File: config.mk
export PLATFORM = sky130hd
export DESIGN_NAME = lcd_bus_writer
export DESIGN_NICKNAME = d
export VERILOG_FILES = /design/src/rtl/lcd_pkg.sv /design/src/rtl/sync_fifo.sv /design/src/rtl/lcd_bus_writer.sv
export SDC_FILE = /design/constraint.sdc
export NUM_CORES = 1
export LEC_CHECK = 0
export BUFFER_PORTS_ARGS = -buffer_cell sky130_fd_sc_hd__buf_4
export CORE_MARGIN = 5
export CORE_UTILIZATION = 57
export DETAILED_ROUTE_END_ITERATION = 10
export PLACE_DENSITY = 0.74
export SYNTH_ARGS = -nofsm -noshare
export SYNTH_HDL_FRONTEND = slang
export SYNTH_SLANG_ARGS = --single-unit
File: constraint.sdc
create_clock -name clk -period 2.8 [get_ports clk]
set_input_delay 0.42 -clock clk [delete_from_list [all_inputs] [get_ports clk]]
set_output_delay 0.42 -clock clk [all_outputs]
set_load 0.1 [all_outputs]
File: src/rtl/lcd_pkg.sv
// Shared types for the LCD 8080-style write path.
package lcd_pkg;

  typedef enum logic [1:0] {IDLE, SETUP, LOW, HIGH} lcd_wr_state_t;

  localparam logic LCD_CMD  = 1'b0;
  localparam logic LCD_DATA = 1'b1;

  typedef struct packed {
    logic       dcx;
    logic [7:0] data;
  } lcd_word_t;

endpackage

File: src/rtl/sync_fifo.sv
// Synchronous FIFO with flush; count is one bit wider than the pointers so full is representable.
module sync_fifo #(
  parameter int unsigned WIDTH = 8,
  parameter int unsigned DEPTH = 4
) (
  input  logic                     clk,
  input  logic                     reset,
  input  logic                     push,
  input  logic                     pop,
  input  logic                     flush,
  input  logic [WIDTH-1:0]         wdata,
  output logic [WIDTH-1:0]         rdata,
  output logic                     full,
  output logic                     empty,
  output logic [$clog2(DEPTH):0]   count
);

  localparam int unsigned PW = (DEPTH > 1) ? $clog2(DEPTH) : 1;
  localparam int unsigned CW = $clog2(DEPTH) + 1;

  logic [WIDTH-1:0] mem [DEPTH];
  logic [PW-1:0]    wr_ptr;
  logic [PW-1:0]    rd_ptr;
  logic             do_push;
  logic             do_pop;

  // flush wins over any push or pop in the same cycle
  assign do_push = push && !full && !flush;
  assign do_pop  = pop && !empty && !flush;
  assign full    = (count == CW'(DEPTH));
  assign empty   = (count == '0);
  assign rdata   = mem[rd_ptr];

  always_ff @(posedge clk) begin
    if (reset || flush) begin
      wr_ptr <= '0;
      rd_ptr <= '0;
      count  <= '0;
    end else begin
      if (do_push) wr_ptr <= wr_ptr + PW'(1);
      if (do_pop)  rd_ptr <= rd_ptr + PW'(1);
      count <= count + CW'(do_push) - CW'(do_pop);
    end
  end

  always_ff @(posedge clk) begin
    if (do_push) mem[wr_ptr] <= wdata;
  end

endmodule

File: src/rtl/lcd_bus_writer.sv
// Replays queued {dcx, byte} words on an 8080-style write bus with programmable WR low/high hold times.
module lcd_bus_writer
  import lcd_pkg::*;
#(
  parameter int unsigned FIFO_DEPTH  = 4,
  parameter int unsigned WR_LOW_CYC  = 2,
  parameter int unsigned WR_HIGH_CYC = 2
) (
  input  logic       clk,
  input  logic       reset,
  input  logic       in_valid,
  input  logic       in_dcx,
  input  logic [7:0] in_data,
  output logic       in_ready,
  input  logic       flush,
  output logic       wr,
  output logic       dcx,
  output logic [7:0] D,
  output logic       tx_done,
  output logic       idle
);

  localparam int unsigned CW   = $clog2(FIFO_DEPTH) + 1;
  localparam int unsigned TMAX = (WR_LOW_CYC > WR_HIGH_CYC) ? WR_LOW_CYC : WR_HIGH_CYC;
  localparam int unsigned TW   = (TMAX > 1) ? $clog2(TMAX) : 1;

  lcd_wr_state_t state;
  lcd_wr_state_t state_next;
  logic [TW-1:0] timer;
  logic [TW-1:0] timer_next;
  logic [CW-1:0] count;
  logic          push;
  logic          pop;
  logic          full;
  logic          empty;
  lcd_word_t     in_word;
  lcd_word_t     head;
  logic          wr_next;
  logic          tx_done_next;
  logic          idle_next;

  assign in_ready = !full && !reset && !flush;
  assign push     = in_valid && in_ready;
  assign in_word  = {in_dcx, in_data};

  sync_fifo #(
    .WIDTH ($bits(lcd_word_t)),
    .DEPTH (FIFO_DEPTH)
  ) u_fifo (
    .clk   (clk),
    .reset (reset),
    .push  (push),
    .pop   (pop),
    .flush (flush),
    .wdata (in_word),
    .rdata (head),
    .full  (full),
    .empty (empty),
    .count (count)
  );

  // State, hold timer and registered bus outputs
  always_ff @(posedge clk) begin
    if (reset) begin
      state   <= IDLE;
      timer   <= '0;
      wr      <= 1'b1;
      dcx     <= LCD_DATA;
      D       <= 8'h00;
      tx_done <= 1'b0;
      idle    <= 1'b1;
    end else begin
      state   <= state_next;
      timer   <= timer_next;
      wr      <= wr_next;
      tx_done <= tx_done_next;
      idle    <= idle_next;
      if (pop) begin
        dcx <= head.dcx;
        D   <= head.data;
      end
    end
  end

  // Next-state: a flushed FIFO counts as empty for the pop decision
  always_comb begin
    state_next = state;
    timer_next = timer;
    unique case (state)
      IDLE: begin
        if (!empty && !flush) state_next = SETUP;
      end
      SETUP: begin
        state_next = LOW;
        timer_next = TW'(WR_LOW_CYC - 1);
      end
      LOW: begin
        if (timer == '0) begin
          state_next = HIGH;
          timer_next = TW'(WR_HIGH_CYC - 1);
        end else begin
          timer_next = timer - TW'(1);
        end
      end
      HIGH: begin
        if (timer == '0) begin
          state_next = (!empty && !flush) ? SETUP : IDLE;
        end else begin
          timer_next = timer - TW'(1);
        end
      end
      default: state_next = IDLE;
    endcase
  end

  // Outputs: every entry into SETUP pops the head into D/dcx
  always_comb begin
    pop          = (state_next == SETUP);
    wr_next      = (state_next != LOW);
    tx_done_next = (state == LOW) && (state_next == HIGH);
    idle_next    = (state_next == IDLE) &&
                   (flush || ((count + CW'(push) - CW'(pop)) == '0));
  end

endmodule

== After elaboration in Yosys (flattened, before gate mapping) ==
Memories as Yosys holds them, arrays and structs flattened. A register that Yosys moved wholly into a read port is not among the register bits.
Index checks and enable logic that the tools add are counted.
W data, S select, Z words.

* Bits in writable memories: 36
* Bits in registers: 13
* Input port bits: 13
* Memories kept: 1
* Output and inout port bits: 13
* ROM bits: 0
* Word-level logic and storage cells: 54
* Bits in latches: 0

* Divide/modulo/power cells: 0
* Shifts and indexed selects: 0
* Magnitude comparators: 0
* Bitwise logic cells: 0
* Reduce and logical (&&, ||, !) cells: 21
* Add/subtract/negate cells: 7
* Equality and inequality tests: 7
* Multipliers: 0
* Muxes and demuxes: 10

{| class="wikitable"
|+ Memory list
! name !! depth !! width !! rd ports !! clocked after Yosys merged registers in !! wr ports !! RTL line !! RTL
|-
| u_fifo.mem || 4 || 9 || 1 || 1 || 1 || sync_fifo.sv:21 || <nowiki>logic [WIDTH-1:0] mem [DEPTH];</nowiki>
|}

{| class="wikitable"
|+ Operators by type and width
! cell !! count
|-
| $logic_and A1 B1 Y1 || 10
|-
| $pmux W2 S4 || 1
|-
| $add A3 B1 Y3 || 2
|-
| $eq A2 B2 Y1 const B || 3
|-
| $logic_not A3 Y1 || 2
|-
| $mux W2 || 3
|-
| $sub A3 B1 Y3 || 2
|-
| $mux W1 || 5
|-
| $add A2 B1 Y2 const B || 2
|-
| $eq A2 B1 Y1 const B || 2
|-
| $logic_not A1 Y1 || 4
|-
| $logic_not A2 Y1 || 2
|-
| $eq A3 B3 Y1 const B || 1
|-
| $pmux W1 S3 || 1
|-
| $reduce_bool A3 Y1 || 1
|-
| $logic_or A1 B1 Y1 || 2
|-
| $ne A2 B2 Y1 const B || 1
|-
| $sub A1 B1 Y1 const B || 1
|}

== Depth between registers and ports, before layout ==
Gate-level depths: netlist (run 1).

* Depth after elaboration: 11
* Mapped depth: 11
* Gate-level depth less buffers: 10

== Modules after synthesis ==
A second synthesis (run 1) with hierarchy kept.

* Cells, all modules: 175
* Area total of the unflattened synthesis: 2478.6 µm²

{| class="wikitable"
|+ Modules (own cells, without submodules)
! module !! cells an instance !! area an instance (µm²) !! times used !! sequential area each (µm²)
|-
| sync_fifo || 98 || 1776.7 || 1 || 1261.2
|-
| lcd_bus_writer || 77 || 701.9 || 1 || 300.3
|}

== Worst setup path after synthesis (run 1) ==
No wires, ideal clock.

* Kind: input to output
* Start point: input port flush
* End point: output port in_ready
* Data required time: 2.380 ns
* Path slack: 0.117 ns
* Buffers on the path: 1
* Arrival time: 2.263 ns
* Cell stages on the path: 3
* Path through: or2_1 buf_4 a21oi_1

* Word-level cells in the longest chain between the ends: 2

{| class="wikitable"
|+ RTL lines
! element !! RTL line !! RTL
|-
| start: declaration || lcd_bus_writer.sv:15 || <nowiki>input logic flush,</nowiki>
|-
| $logic_not A1 Y1 || lcd_bus_writer.sv:42 || <nowiki>assign in_ready = !full && !reset && !flush;</nowiki>
|-
| $logic_and A1 B1 Y1 || lcd_bus_writer.sv:42 ||
|-
| end: declaration || lcd_bus_writer.sv:14 || <nowiki>output logic in_ready,</nowiki>
|}

Every way passes these cells.

== Worst setup path in the final report (run 1) ==
* Start point: register state[0]
* End point: register idle

* Word-level cells in the longest chain between the ends: 7
* Elaborated cells between the ends (all ways): 14
* Those cells by class: add/sub (1); eq/ne (4); mux (4); reduce/logical (5)

{| class="wikitable"
|+ RTL lines
! element !! RTL line !! RTL
|-
| start: declaration || lcd_bus_writer.sv:27 || <nowiki>lcd_wr_state_t state;</nowiki>
|-
| start signal: assignment || lcd_bus_writer.sv:73 || <nowiki>state <= state_next;</nowiki>
|-
| $eq A2 B2 Y1 (tied with other cells) || lcd_bus_writer.sv:89 || <nowiki>unique case (state)</nowiki>
|-
| $pmux W2 S4 (*) || lcd_bus_writer.sv:89 ||
|-
| $eq A2 B1 Y1 || lcd_bus_writer.sv:118 || <nowiki>pop = (state_next == SETUP);</nowiki>
|-
| $sub A3 B1 Y3 || lcd_bus_writer.sv:122 || <nowiki>(flush || ((count + CW'(push) - CW'(pop)) == '0));</nowiki>
|-
| $logic_not A3 Y1 || lcd_bus_writer.sv:122 ||
|-
| $logic_or A1 B1 Y1 || lcd_bus_writer.sv:122 ||
|-
| $logic_and A1 B1 Y1 (*) || lcd_bus_writer.sv:121 || <nowiki>idle_next = (state_next == IDLE) &&</nowiki>
|-
| end signal: assignment || lcd_bus_writer.sv:77 || <nowiki>idle <= idle_next;</nowiki>
|-
| end: declaration || lcd_bus_writer.sv:20 || <nowiki>output logic idle</nowiki>
|}

Every way passes the cells marked *; elsewhere a longest branch is shown, timed or not.
A chain may end at the register's enable or synchronous reset.

==> results.json, run 1 <==
{
  "rsz0062_at_grt": "false",
  "fin_util_pct": 69.97,
  "rows": 23,
  "drcViolationCount": 0,
  "clkLatencyLatePin_ns": 0.32,
  "required_ns": 3.06,
  "synth_edf_count": 36,
  "synthFlopType": "edfxtp_1",
  "final_cell_mix": "36 x edfxtp_1, 27 x buf_4, 21 x dfxtp_1",
  "grt_max_degree": 13,
  "nets": 211,
  "syn_area_mm2": 0.002391,
  "total_leakage_power_nw": 1.040,
  "drv_slew": 0,
  "min_path_type": "input pin to register",
  "layout-drive-gt1-share_pct": 30.57,
  "grt_usage_pct": 16.61,
  "critPathMaxStageDelay_ns": 0.46,
  "start_util_pct": 59.35,
  "fp.dieH_um": 74.77,
  "num_io_pins": 26,
  "hp-start": "in_data[7]",
  "cp_max_fo": 5,
  "startpoint": "state[0]",
  "grt_pass1_vias": 1377,
  "timing.slew.headroom_pct": 52.76,
  "critPathLaunchType": "register",
  "synth-seq-area-share_pct": 63.63,
  "peakVddDrop_mv": 0.4700,
  "die_x_um": 74.77,
  "hold_viol_final": 0,
  "dr.pass1.iters": 4,
  "path_cells": "or2_4 > a211oi_2 > ha_1 > inv_1 > ha_1 > inv_1 > fa_1 > xor2_1 > or4b_1 > a21oi_1",
  "antenna_found_initial": 0,
  "cts_tree": "done",
  "vias": 1288,
  "die_area_mm2": 0.005590,
  "tns_ns": 0,
  "htree_num_levels": 3,
  "min_period_ns": 2.548,
  "cap_violations": 0,
  "gp_congestion": 0.8392,
  "ys_ff_latch": 58,
  "crit_type": "register to register",
  "fmax_mhz": 392.4,
  "cts_made_buffers": 9,
  "finClkSkew_ns": 0.004731,
  "synthArstFlopShare_pct": 0,
  "routedWlPerCell_um": 16.42,
  "drt_wl_total_um": 3991,
  "crit_slowest_cell": "or4b_1",
  "antenna_left": 0,
  "worstPathArrival_ns": 2.80,
  "area_growth_pct": 17.90,
  "io_buffers": 25,
  "global_route.overflow_total": 0,
  "finalSetupViolations": 0,
  "clkSinkCount": 58,
  "yosys_warnings": 0,
  "path_clk_slew_ns": 0.07,
  "critPathCaptureType": "register",
  "ctsLongestPathBuffers": 2,
  "viasPerCell": 5.300,
  "antennaDiodeCount": 0,
  "mostFrequentLayoutCell": "edfxtp_1",
  "dpl.hpwl_um": 2674,
  "power_density_mw_per_mm2": 686.9,
  "worstMarginPinSlew_ns": 0.7076,
  "reg2reg_from": "state[0]",
  "grt_pass1_wl_um": 6596,
  "period_share_pct": 91.01,
  "drt_iter0_drc": 77,
  "synth_cells": 156,
  "ys_types": 29,
  "fp.coreArea_mm2": 0.004029,
  "syn_nets": 179,
  "status": "finished, final reports clean",
  "avgSynthCellArea_um2": 15.33,
  "root_buffer": "clkbuf_8"
}
[through the flow]
step	cell area [um2]	std cells	power, mW	worst slack [ns]	hold slack (ns)
final	2819	243	1.936	0.2518	0.2927
after global routing	2819	243	2.015	0.07261	0.2715
after CTS	2813	243	1.954	0.1485	0.2798
after detailed placement	2604	227	1.146	0.1643	0.4821
after global placement	2604	227	1.139	0.2792	0.4709
after floorplan	2391	156	1.099	0.1166	0.4582
[final cells by class]
type,instances,area [um2]
multi-input cells,82,784.5
repair buffers,27,202.7
clock inverters,6,81.33
inverters,10,37.54
clock buffers,10,127.6
flip-flops and latches,58,1523
well taps,50,62.56
fillers,286,1210
[worst paths after layout]
| kind | slack (ns) | end | depth (start not counted) |
|---|---|---|---|
| max reg2reg | 0.25 | idle | 10 |
| min reg2reg | 0.50 | D[1] | 2 |
| max | 0.25 | idle | 10 |
| min | 0.29 | u_fifo.mem[2][7] | 1 |
[cell usage after synthesis (2+ instances only)]
master	instances	area (um2)
edfxtp_1	36	1081
dfxtp_1	22	440.4
nor2_1	19	71.32
inv_1	10	37.54
mux2i_1	10	100.1
mux4_2	9	202.7
ha_1	8	100.1
and2_1	5	31.28
a21oi_1	4	20.02
nand2_1	3	11.26
xnor2_1	3	26.28
xor2_1	3	26.28
a211oi_1	2	15.01
a211oi_4	2	40.04
and3_2	2	15.01
buf_6	2	22.52
clkbuf_1	2	7.510
fa_1	2	40.04
o21ai_0	2	10.01
[critical path: cells and delay by family, from the launching register on]
family          cells  cell delay [ns]
fa+ha+maj           3             0.74
compound gates      2             0.38
simple gates        2             0.74
xor+xnor            1             0.16
buf+inv             2             0.09
flops               1             0.34
[cells by family after synthesis]
kind of cell,after synthesis,share of synthesized area (%)
flops,58,63.63
xor+xnor,6,2.198
buf+inv,16,3.768
fa+ha+maj,10,5.861
compound gates,12,4.239
simple gates,35,7.640
mux,19,12.66
[state kept, by name, indices dropped and copies added (netlist names)]
signal and flops:
u_fifo.mem 36, u_fifo.count 3, state 2, timer 1, tx_done 1, u_fifo.rd_ptr 2
dcx 1, D 8, u_fifo.wr_ptr 2, idle 1, wr 1
[routing by layer]
layer | vias to the layer above | share of wire [%] | GRT usage, %
met2 | 29 | 51 | 25.85
li1 | 624 | - | -
met4 | 0 | 1.4 | 6.522
met1 | 628 | 43 | 21.50
met3 | 7 | 5.3 | 5.874
met5 | - | 0 | 0
[where the power goes]
group / switching [mW] / internal [mW] / total [mW]
clock network: 0.313 / 0.495 / 0.808
logic: 0.122 / 0.0646 / 0.187
registers: 0.0155 / 0.926 / 0.942
total: 0.451 / 1.49 / 1.94
[what timing repair did]
action | in CTS | in global routing
hold endpoints to repair | 0 | 0
buffers inserted | 0 | 0
hold buffers | 0 | 0
gates resized for setup | 0 | 2
setup endpoints to repair | 0 | 1
(Power assumes the default switching activity.)
==> inputs of run 2 (changes only) <==
CORE_UTILIZATION = 52   (was 57)
PLACE_DENSITY = 0.71   (was 0.74)
clock period = 2.2 ns   (was 2.8 ns; I/O delays follow)
==> run 2 against run 1 <==
The flow now finishes with violations (negative setup slack). Core utilization fell by 0.47 points. Final cell count rose by 9.9%. Clock skew grew 0.0017 ns. Worst setup slack worse by 0.54 ns. Clock power is 16% higher. Largest cell class unchanged. Highest routed layer unchanged.
==> results.json, run 2 (synthesis gave the netlist of run 1 again) <==
{
  "status": "complete, but fails checks",
  "violations": "negative setup slack",
  "timing.slew.headroom_pct": 64.21,
  "num_io_pins": 26,
  "drt_iter0_drc": 59,
  "cpLargestDelayFamily": "simple AND/OR/NAND/NOR gates",
  "dpl.hpwl_um": 3237,
  "hold_viol_final": 0,
  "drv_slew": 0,
  "min_period_ns": 2.489,
  "total_leakage_power_nw": 1.158,
  "min_path_type": "input pin to register",
  "ctsLongestPathBuffers": 2,
  "dp_slack_ns": -0.4053,
  "crit_buf_inv": 2,
  "drcViolationCount": 0,
  "cts_hold_buf": 0,
  "htree_num_levels": 3,
  "fmax_mhz": 401.8,
  "dr.pass1.iters": 4,
  "area_growth_pct": 28.31,
  "power_density_mw_per_mm2": 789.5,
  "layoutNonFillerInstCount": 267,
  "fp.coreArea_mm2": 0.004414,
  "grt_pass1_wl_um": 7790,
  "regMostFlops": "u_fifo.mem",
  "layout-drive-gt1-share_pct": 42.79,
  "largest_reg_flops": 36,
  "crit_slowest_cell": "or4b_1",
  "global_route.overflow_total": 0,
  "cap_violations": 0,
  "final_cell_mix": "43 x buf_4, 36 x edfxtp_1, 19 x dfxtp_1",
  "cts_made_buffers": 9,
  "path_cells": "or2_4 > a211oi_2 > ha_1 > inv_1 > ha_1 > inv_1 > fa_2 > xor2_1 > or4b_1 > a21oi_2",
  "grt_max_degree": 13,
  "peakVddDrop_mv": 0.4180,
  "worstMarginPinSlew_ns": 0.5361,
  "dp.cells": 246,
  "rows": 24,
  "dpl_cell_area_mm2": 0.002805,
  "finalSetupViolations": 2,
  "drt_wl_total_um": 4650,
  "tns_ns": -0.2970,
  "ff2ff_setup_slack_ns": -0.29,
  "required_ns": 2.45,
  "period_share_pct": 113.1,
  "nets": 233,
  "cts_tree": "done",
  "routedWlPerCell_um": 17.42,
  "critPathLaunchType": "register",
  "final_area_mm2": 0.003068,
  "gp_congestion": 0.8384,
  "critPathCaptureType": "register",
  "clkSinkCount": 58,
  "path_clk_slew_ns": 0.07,
  "mostFrequentLayoutCell": "buf_4",
  "worst_slack_ns": -0.2887,
  "crit_type": "register to register",
  "fp.dieH_um": 77.81,
  "vias": 1421,
  "antennaDiodeCount": 0,
  "reg_top3": "u_fifo.mem: 36 flops, D: 8 flops, u_fifo.count: 3 flops",
  "finClkSkew_ns": 0.006417,
  "clkLatencyLatePin_ns": 0.32,
  "antenna_found_initial": 0,
  "cp_max_fo": 3,
  "io_buffers": 25,
  "viasPerCell": 5.322,
  "rsz0062_at_grt": "true",
  "antenna_left": 0,
  "start_util_pct": 54.17,
  "critPathMaxStageDelay_ns": 0.51,
  "root_buffer": "clkbuf_8",
  "worstPathArrival_ns": 2.74,
  "die_x_um": 77.81,
  "grt_pass1_vias": 1614,
  "grt_usage_pct": 16.87,
  "die_area_mm2": 0.006054
}
## run 2: changes by cell type in the layout (fill, tap and decap cells not counted), moves of 2 or more
cell	previous run	this run
a21oi_1	4	2
a21oi_2	0	2
buf_12	0	5
buf_4	27	43
dfxtp_1	21	19
dfxtp_2	1	3
fa_1	2	0
fa_2	0	2
inv_1	10	8
inv_2	0	2
## run 2: report_power, final
| part | leakage (nW) | switching, mW | internal [mW] |
|---|---|---|---|
| Clock | 0.0995 | 0.391 | 0.543 |
| Sequential | 0.505 | 0.0142 | 1.18 |
| Combinational | 0.554 | 0.180 | 0.114 |
## run 2: worst paths after layout
path / start / to / cells after the start
hold reg to reg: state[0] / state[0] / 1
setup reg to reg: state[1] / idle / 10
setup / recovery: state[1] / idle / 10
hold / removal: in_data[2] / u_fifo.mem[2][2] / 1
## run 2: area by class of cell
class | count | area [um2]
flip-flops and latches | 58 | 1525
fillers | 320 | 1346
multi-input cells | 82 | 812.0
repair buffers | 49 | 434.2
clock buffers | 10 | 137.6
well taps | 52 | 65.06
clock inverters | 6 | 56.30
inverters | 10 | 37.54
## run 2: worst register-to-register path: stages, from the launching register on
cell and delay [ns]:
dfxtp_2 0.33, or2_4 0.25, a211oi_2 0.21, ha_1 0.27, inv_1 0.06, ha_1 0.13
inv_1 0.05, fa_2 0.33, xor2_1 0.16, or4b_1 0.51, a21oi_2 0.14
## run 2: per-layer routing
metal | vias to the layer above | GRT usage [%] | routed length, um
li1 | 671 | - | -
met1 | 710 | 18.49 | 1765
met2 | 32 | 30.63 | 2568
met3 | 8 | 4.282 | 249
met4 | 0 | 7.045 | 67
met5 | - | 0 | 0
## run 2: repair_timing
item                                    in CTS  in global routing
endpoints found under the setup margin       3                  3
pin swaps                                    7                  3
gates resized for setup                      9                  3
setup buffers                                4                  1
gates cloned                                 0                  0
## run 2: per-stage QoR
step	util, %	power [mW]	hold slack (ns)
detailed placement	63.55	1.491	0.4911
global placement	63.55	1.477	0.4733
floorplan	-	1.401	0.4289
global route	69.50	2.526	0.1902
CTS	69.02	2.438	0.1974
finish	69.50	2.422	0.2104
